--- config.mk ---
export PLATFORM = sky130hd
export DESIGN_NAME = fetch_unit
export DESIGN_NICKNAME = d
export VERILOG_FILES = /design/src/rtl/fetch_unit.sv
export SDC_FILE = /design/constraint.sdc
export NUM_CORES = 1
export LEC_CHECK = 0
export CAP_MARGIN = 20
export CORE_MARGIN = 3
export CORE_UTILIZATION = 39
export DETAILED_ROUTE_END_ITERATION = 8
export PLACE_DENSITY = 0.76
export SLEW_MARGIN = 20
export SYNTH_ARGS = -nofsm -noshare
export SYNTH_HDL_FRONTEND = slang
export SYNTH_SLANG_ARGS = --single-unit
--- constraint.sdc ---
create_clock -name clock -period 2.5 [get_ports clock]
set_input_delay 0.375 -clock clock [delete_from_list [all_inputs] [get_ports clock]]
set_output_delay 0.375 -clock clock [all_outputs]
set_load 0.02 [all_outputs]
--- src/rtl/fetch_unit.sv ---
`default_nettype none
// ============================================================================
//  Module   : fetch_unit
//  Purpose  : Instruction-fetch initiator. Holds the program counter, issues
//             four consecutive byte reads per instruction to a byte-addressed
//             instruction memory, assembles them little-endian into a 32-bit
//             word and offers it to decode over a valid/ready handshake.
//             Redirects from branch/jump resolution are accepted in any state.
//  Ports    : clock, reset_n        - clock / async active-low reset
//             mem_address           - byte address to instruction memory
//             mem_read_write        - always 0 (read)
//             mem_data_out          - byte returned one cycle after address
//             redirect_valid/_pc    - load new PC (highest priority)
//             inst_valid/_ready     - handshake to decode
//             inst, inst_pc         - assembled word and its PC
//  Revision : 1.0 - initial release
// ============================================================================
module fetch_unit #(
   parameter int unsigned          ADDR_W   = 32,
   parameter logic [ADDR_W-1:0]    RESET_PC = 32'h0100_0000
) (
   input  logic              clock,
   input  logic              reset_n,
   output logic [ADDR_W-1:0] mem_address,
   output logic              mem_read_write,
   input  logic [7:0]        mem_data_out,
   input  logic              redirect_valid,
   input  logic [ADDR_W-1:0] redirect_pc,
   output logic              inst_valid,
   input  logic              inst_ready,
   output logic [31:0]       inst,
   output logic [ADDR_W-1:0] inst_pc
);

   localparam logic [1:0] ST_ISSUE = 2'd0;
   localparam logic [1:0] ST_DRAIN = 2'd1;
   localparam logic [1:0] ST_HOLD  = 2'd2;

   logic [ADDR_W-1:0] pc_q, pc_d;
   logic [1:0]        state_q, state_d;
   logic [1:0]        cnt_q, cnt_d;
   logic [23:0]       buf_q, buf_d;      // byte lanes 0..2; lane 3 goes straight to inst
   logic              valid_q, valid_d;
   logic [31:0]       inst_q, inst_d;
   logic [ADDR_W-1:0] inst_pc_q, inst_pc_d;

   // Word-aligned redirect target; masking keeps every input bit in use.
   logic [ADDR_W-1:0] redirect_aligned;
   assign redirect_aligned = redirect_pc & ~ADDR_W'(3);

   assign mem_read_write = 1'b0;

   always_comb begin
      if (state_q == ST_ISSUE) begin
         mem_address = pc_q + ADDR_W'(cnt_q);
      end else begin
         mem_address = pc_q + ADDR_W'(3);
      end
   end

   always_comb begin
      pc_d      = pc_q;
      state_d   = state_q;
      cnt_d     = cnt_q;
      buf_d     = buf_q;
      valid_d   = valid_q;
      inst_d    = inst_q;
      inst_pc_d = inst_pc_q;

      case (state_q)
         ST_ISSUE: begin
            // The byte arriving now belongs to the address issued last cycle.
            case (cnt_q)
               2'd1:    buf_d[7:0]   = mem_data_out;
               2'd2:    buf_d[15:8]  = mem_data_out;
               2'd3:    buf_d[23:16] = mem_data_out;
               default: ;
            endcase
            cnt_d = cnt_q + 2'd1;
            if (cnt_q == 2'd3) begin
               state_d = ST_DRAIN;
            end
         end
         ST_DRAIN: begin
            inst_d    = {mem_data_out, buf_q};
            inst_pc_d = pc_q;
            valid_d   = 1'b1;
            state_d   = ST_HOLD;
         end
         ST_HOLD: begin
            if (valid_q && inst_ready) begin
               valid_d = 1'b0;
               pc_d    = pc_q + ADDR_W'(4);
               cnt_d   = 2'd0;
               state_d = ST_ISSUE;
            end
         end
         default: begin
            state_d = ST_ISSUE;
            cnt_d   = 2'd0;
         end
      endcase

      // Redirect overrides everything: partial bytes and a word completing
      // in DRAIN are dropped; a word in HOLD counts as consumed.
      if (redirect_valid) begin
         pc_d      = redirect_aligned;
         cnt_d     = 2'd0;
         state_d   = ST_ISSUE;
         valid_d   = 1'b0;
         buf_d     = '0;
         inst_d    = inst_q;
         inst_pc_d = inst_pc_q;
      end
   end

   always_ff @(posedge clock or negedge reset_n) begin
      if (!reset_n) begin
         pc_q      <= RESET_PC;
         state_q   <= ST_ISSUE;
         cnt_q     <= 2'd0;
         buf_q     <= '0;
         valid_q   <= 1'b0;
         inst_q    <= '0;
         inst_pc_q <= '0;
      end else begin
         pc_q      <= pc_d;
         state_q   <= state_d;
         cnt_q     <= cnt_d;
         buf_q     <= buf_d;
         valid_q   <= valid_d;
         inst_q    <= inst_d;
         inst_pc_q <= inst_pc_d;
      end
   end

   assign inst_valid = valid_q;
   assign inst       = inst_q;
   assign inst_pc    = inst_pc_q;

endmodule
`default_nettype wire

# After elaboration in Yosys (flattened, before gate mapping)
# Index checks and enable logic that the tools add are counted.
# W data, S select, Z words.
[word_totals]
register_bits = 125
input_bits = 44
output_inout_bits = 98
[classes]
n_addsub = 4
n_bitwise = 1
mux = 18
eq_ne = 8
reduce_logical = 17
[op_table]
columns = ["operator", "count"]
rows = [
  ["$mux W32", 4],
  ["$mux W24", 2],
  ["$add A32 B2 Y32", 1],
  ["$add A32 B2 Y32 const B", 1],
  ["$add A32 B3 Y32 const B", 1],
  ["$mux W8", 3],
  ["$reduce_and A2 Y1", 8],
  ["$pmux W2 S3", 2],
  ["$reduce_bool A2 Y1", 6],
  ["$mux W2", 4],
  ["$eq A2 B2 Y1 const B", 3],
  ["$eq A2 B1 Y1 const B", 2],
  ["$ne A3 B2 Y1 const B", 1],
  ["$ne A3 B3 Y1 const B", 1],
  ["$reduce_bool A3 Y1", 1],
  ["$add A2 B1 Y2 const B", 1],
  ["$logic_not A2 Y1", 1],
  ["$mux W1", 2],
  ["$ne A2 B2 Y1 const B", 1],
  ["$pmux W1 S2", 1],
  ["$logic_and A1 B1 Y1", 1],
  ["$not A1 Y1", 1],
]

# Logic depth before layout (Yosys ltp)
[logic_depth]
ltp_word = 4
ltp_mapped = 7
mapped_depth_nobuf = 7

# Worst setup path before layout
# Ideal clock, no wire load.
[synth_timing]
path_type = "reg-to-reg"
from = "register valid_q (netlist: inst_valid)"
to = "register pc_q[30]"
synth_period_minus_slack_ns = 1.810
setup_ns = 0.082
setup_slack_ns = 0.690
arrival_time_ns = 1.728
stages_incl_launch_ff = 5
path_cell_list = "dfrtp_1 > nand4b_4 > or4_4 > or4_1 > a31oi_1"
[synth_between]
elab_chain_len = 3
[synth_lines]
columns = ["item", "line_no", "rtl"]
rows = [
  ["start, declared", "43", "logic valid_q, valid_d;"],
  ["start signal, assigned", "131", "valid_q <= valid_d;"],
  ["$logic_and A1 B1 Y1", "91", "if (valid_q && inst_ready) begin"],
  ["$reduce_bool A2 Y1 (no source line)", "n/a", ""],
  ["$reduce_and A2 Y1 (no source line)", "n/a", ""],
  ["end signal, assigned", "127", "pc_q <= pc_d;"],
  ["end, declared", "39", "logic [ADDR_W-1:0] pc_q, pc_d;"],
]
# No other way between the ends.
# A chain may end at the register's enable or synchronous reset.

# Worst setup path after layout
[layout_timing]
from = "register state_q[1]"
to = "output port mem_address[1]"
[layout_between]
elab_chain_len = 2
[layout_lines]
columns = ["item", "line_no", "rtl"]
rows = [
  ["start, declared", "40", "logic [1:0] state_q, state_d;"],
  ["start signal, assigned", "128", "state_q <= state_d;"],
  ["$logic_not A2 Y1", "54", "if (state_q == ST_ISSUE) begin"],
  ["$mux W32", "54", ""],
  ["end, declared", "24", "output logic [ADDR_W-1:0] mem_address,"],
]
# No other way between the ends.

==> flow_summary.yaml <==
sta:
  hold_violations: 0
  clock_skew_ps: 7.26
  finalCritPeriodShare_pct: 94.2
  rsz0062_at_grt: "no"
  slew_viol_final: 0
  setup_viol: 0
  min_period_ps: 2360
  fin_setup_tns_ps: 0
  fin_hold_ws_ps: 362
  tightestPinTransition_ps: 526
  timing.fmax_ghz: 0.425
  max_slew_margin_pct: 64.9
pwr:
  switching_share_pct: 29.7
  leakage_nw: 3.29
  total_power_mw: 7.27
  power_frac_clock_pct: 34.4
  internal-power_mw: 5.11
  ir_worst_vdd_v: 0.000533
  pwr-share-seq_pct: 36.9
  power_frac_comb_pct: 28.8
  switching_power_mw: 2.16
  p_per_area_mw_per_mm2: 932
route:
  avgRoutedWirePerCell_um: 17.5
  drt_wl_total_um: 14900
  postRouteAntennaNets: 0
  drc: 0
  firstDrtPassIters: 5
  via_count: 4525
  drt_iter0_drc: 390
  vias_per_cell: 5.33
layout:
  final_util_pct: 55.2
  nFillCells: 1179
  design_area_mm2: 0.00780
  antenna_cells: 0
  synthToLayoutAreaGrowth_pct: 35.7
  ff_latch_area_mm2: 0.00303
  multi_input_area_mm2: 0.00245
  layout.nets: 706
  drive_above_1_share_pct: 16.4
global_route:
  antenna_found_initial: 0
  grt_max_degree: 46
  grt_overflow: 0
  first_global_vias: 4514
  track_usage_pct: 18.8
  grt_pass1_wl_um: 24000
flow_run:
  maxCapViolations: 0
setup_path:
  crit_arrival_ps: 1980
  cpMaxStageDelayCell: "clkdlybuf4s50_1"
  reg2reg_setup_slack_ps: 500
  criticalPathCategory: "reg2out"
  crit_required_ps: 2120
  worstPathCellList: "nor2_1 -> nand2_1 -> ha_1 -> clkdlybuf4s50_1"
  critPathLaunchType: "flop"
  slowest_delay_ps: 580
  endpoint_kind: "primary output"
  cp_max_fo: 6
place:
  portBuffers: 136
  dpl-instance-area_mm2: 0.00719
  gp_congestion: 0.872
  dp_hpwl_um: 10300
clock_tree:
  cts.htree.levels: 4
  clk_pin_slew_worst_paths_ps: 50
  cts_buffers: 17
  cts-root-buf: "clkbuf_16"
  clock_latency_ps: 420
  cts.sinks: 121
  cts_max_path_buffers: 2
  cts_resized: 0
  cts_tree: "yes"
synthesis:
  synth_area_mm2: 0.00575
  yosysTopAreaCellShare_pct: 52.2
  syn_inst: 542
  synth_top_area_cell: "dfrtp_1"
  synth_ff_type: "dfrtp_1"
  synth_xor_area_share_pct: 3.81
  synth_top_family_by_area: "simple AND/OR/NAND/NOR gates"
  synthMuxAreaShare_pct: 12.5
  ys_warn_count: 0
  ys_ff_latch: 121
  synth_compound_area_share_pct: 7.66
  synth-simple-area-share_pct: 17.3
  synth_area_per_cell_um2: 10.6
  synth_edf_count: 0
  yosysSeqAreaShare_pct: 52.7
  synth_fa_ha_area_share_pct: 1.09
  synthTopCellsByCount: "dfrtp_1, nand2_1, mux2_2"
  post_synth_main_area_contributors: "dfrtp_1, mux2_2, nand2_1"
  synth_cell_types: 46
  yosysMostFrequentCell: "dfrtp_1"
  async_flop_share_pct: 100
floorplan:
  die_w_um: 127
  dieArea_mm2: 0.0162
  initial_core_util_pct: 40.6
  io_pins: 142
  core_area_mm2: 0.0141
  die_h_um: 127
  rows: 43
run_status:
  status: "completed"
min_path:
  hold_class: "in2reg"
==> worst paths after layout <==
path	from	to	cells past startpoint
min in group asynchronous	reset_n	inst[14]$_DFFE_PN0P_	2
worst max-delay path	state_q[1]$_DFFE_PN0P_	mem_address[1]	4
worst min-delay path	redirect_valid	pc_q[16]$_DFFE_PN0P_	3
worst max register to register	pc_q[2]$_DFFE_PN0P_	pc_q[30]$_DFFE_PN0P_	5
worst min register to register	inst_pc[11]$_DFFE_PN0P_	inst_pc[11]$_DFFE_PN0P_	1
max in group asynchronous	reset_n	pc_q[24]$_DFFE_PN1P_	3
==> routing by layer <==
metal | global-route usage [%] | vias to the layer above | wire length [um]
met1 | 24.6 | 2225 | 6430
met4 | 7.38 | 0 | 356
li1 | - | 2130 | -
met5 | 0 | - | 0
met2 | 30.3 | 146 | 7290
met3 | 4.39 | 24 | 787
==> worst max-delay path, delay by kind of cell, from the launching register on <==
kind	cells	cell delay (ps)
adder cells (fa/ha/maj)	1	290
flip-flops	1	450
buffers and inverters	1	580
AND/OR/NAND/NOR	2	250
==> cells in the final DEF (no fill, tap or decap), types with 3 or more instances in the layout <==
master,netlist,final
clkdlybuf4s50_1,0,134
dfrtp_1,120,120
nand2_1,85,85
mux2_2,63,63
a21oi_1,25,25
nor2_1,22,22
clkbuf_16,0,17
or4_1,16,16
nand3_1,15,15
a31oi_1,15,15
o21ai_0,14,14
nand4_1,13,13
xor2_1,13,13
o31ai_1,13,13
xnor2_1,12,12
and3_1,7,7
buf_4,3,7
and2_1,7,6
nor3_1,6,6
inv_1,5,5
or3_1,5,5
ha_1,5,5
and4_1,4,4
o211ai_1,4,4
conb_1,1,4
clkinv_2,0,4
clkbuf_8,0,4
nor4_1,3,3
nor2b_1,3,3
bufinv_16,0,3
buf_12,0,3
==> what timing repair did <==
item / in CTS / in global routing
endpoints found under the hold margin: 37 / 0
setup endpoints to repair: 0 / 0
hold buffers: 1 / 0
buffers inserted: 0 / 0
==> sequential cells by signal, indices dropped and copies added, names as in the netlist <==
signal and flops:
buf_q 24, cnt_q 2, inst 32, inst_pc 30, inst_valid 1, pc_q 30, state_q 2
==> power groups by stage <==
stage | combinational [mW] | clock, mW | sequential [mW]
after floorplan | 0.699 | 0 | 3.04
after global placement | 2.07 | 0 | 2.68
after detailed placement | 2.10 | 0 | 2.71
after CTS | 2.11 | 2.55 | 2.68
after global routing | 2.22 | 2.63 | 2.74
final | 2.09 | 2.50 | 2.68
==> metrics by stage <==
| step | std cells | setup WS [ps] |
|---|---|---|
| after floorplan | 545 | 690 |
| after global placement | 817 | 176 |
| after detailed placement | 817 | 92.0 |
| after CTS | 849 | 119 |
| after global routing | 849 | 51.2 |
| final | 849 | 145 |
==> cells by family (layout without fill, tap and decap cells) <==
group,after synthesis,after routing
xor gates and xnor gates,25,25
AOI/OAI and AO/OA,74,74
DFF,121,121
and+or+nand+nor,193,193
muxes,64,64
buffers and inverters,59,183
adders and majority gates,5,5
other,1,4
==> final cells by class <==
type	count	share of cell area [%]
sequential	121	38.8
tap	180	2.89
inverter	6	0.289
multi-input combinational	365	31.4
clock buffer	23	6.25
clock inverter	8	1.51
timing repair buffer	146	18.8
Note: power is estimated with default switching activity, not from simulation.
==> patch: new RTL, same flow settings <==
Set the parameter `ADDR_W` to 48 (it was 32).
--- a/src/rtl/fetch_unit.sv
+++ b/src/rtl/fetch_unit.sv
@@ -17,5 +17,5 @@
 // ============================================================================
 module fetch_unit #(
-   parameter int unsigned          ADDR_W   = 32,
+   parameter int unsigned          ADDR_W   = 48,
    parameter logic [ADDR_W-1:0]    RESET_PC = 32'h0100_0000
 ) (
Interface: changed (resized inst_pc, mem_address and redirect_pc); port bits go from 142 to 190. The function was not compared with the original's and may differ.
==> patch against the original RTL <==
- sequential power up 28%
- count of clock-buffer cells in the layout fell by 6
- power grew 25%
- sequential cell count up 32
- synthesized area grew 30%
- die area is 29% higher
- first-iteration DRC count grew 11%
- combinational power up 45%
- worst setup slack worse by 26 ps
- routed wire length grew 39%
- cell area up 32%
- critical path type is now reg2reg
==> patch: results (changes against the original RTL) <==
RUN STATUS
-------------------------------------------------------------------------------------------
Result of the run                                                              finished clean

DETAILED ROUTING
-------------------------------------------------------------------------------------------
Number of design-rule violations left by the first detailed-router iteration            433   +11%
Detailed-route wire length per cell                                                17.69 um   +1.1%

PLACE
-------------------------------------------------------------------------------------------
Routability-driven placement congestion ratio                                        0.9439   +8.2%
Final HPWL DP                                                                      14910 um   +44%
Instance area at placement                                                        9687 um^2   +35%

LAYOUT
-------------------------------------------------------------------------------------------
Layout fillers                                                                         1614   +37%
Multi-input combinational area share                                                 31.75%   +0.33 points
Fraction of area in clock buffers and inverters                                      6.001%   -1.8 points
Storage cell area                                                                 3830 um^2   +26%
Non-clk bufs                                                                            231   +58%
Share of final-layout standard cells stronger than drive strength 1                  19.67%   +3.2 points

SETUP PATH
-------------------------------------------------------------------------------------------
CP Max Fanout                                                                             3   -3
Capture point of the worst reg-to-reg path                                         pc_q[47]
Highest cell delay on the worst timing path                                          550 ps   -30 ps
Kind of cell with the highest combined delay on the critical path              simple AND/OR/NAND/NOR gates

POWER
-------------------------------------------------------------------------------------------
Reg power frac                                                                        37.6%   +0.7 points

LOGIC SYNTHESIS
-------------------------------------------------------------------------------------------
Post-Synthesis Cell Area                                                          7502 um^2   +30%
Leading cell types by count after synthesis                                    sky130_fd_sc_hd__dfrtp_1 (152), sky130_fd_sc_hd__nand2_1 (118), sky130_fd_sc_hd__mux2_2 (82), sky130_fd_sc_hd__clkbuf_1 (58), sky130_fd_sc_hd__o21ai_0 (41)
Number of distinct standard cells referenced by the synthesized netlist                  47   +2.2%

MIN PATH
-------------------------------------------------------------------------------------------
Number of stages on the worst hold path                                                   2   -1

GLOBAL ROUTING
-------------------------------------------------------------------------------------------
Wire length of the first global-routing pass                                       32200 um   +34%

TIMING
-------------------------------------------------------------------------------------------
Worst-Margin Slew                                                                  769.1 ps   +242.6 ps
Final clock skew                                                                   10.95 ps   +3.686 ps
Minimum hold slack                                                                 335.2 ps   -26.57 ps

==> patch: cell count changes in the layout (fill, tap and decap cells not counted), sizes merged, moves of 13 or more <==
| cell | change |
|---|---|
| o31ai | -13 |
| buf | +37 |
| xor2 | +20 |
| dfrtp | +32 |
| nand2 | +33 |
| o21ai | +27 |
| xnor2 | +19 |
| clkdlybuf4s50 | +48 |
| a31oi | -15 |
| nand4 | +15 |
| mux2 | +19 |
==> patch: what timing repair did <==
action / 4_1_cts / 5_1_grt
endpoints found under the hold margin: 41 / 0
hold buffers: 1 / 0
endpoints found under the setup margin: 0 / 1
resized for setup: 0 / 1
==> patch: worst max-delay path by stage <==
stage	start	end	cells after the start
after floorplan	pc_q[24]	pc_q[47]	6
after global placement	inst_ready	pc_q[44]	6
after detailed placement	inst_ready	pc_q[28]	7
after CTS	pc_q[24]	pc_q[47]	5
after global routing	pc_q[24]	pc_q[47]	5
final	pc_q[24]	pc_q[47]	5
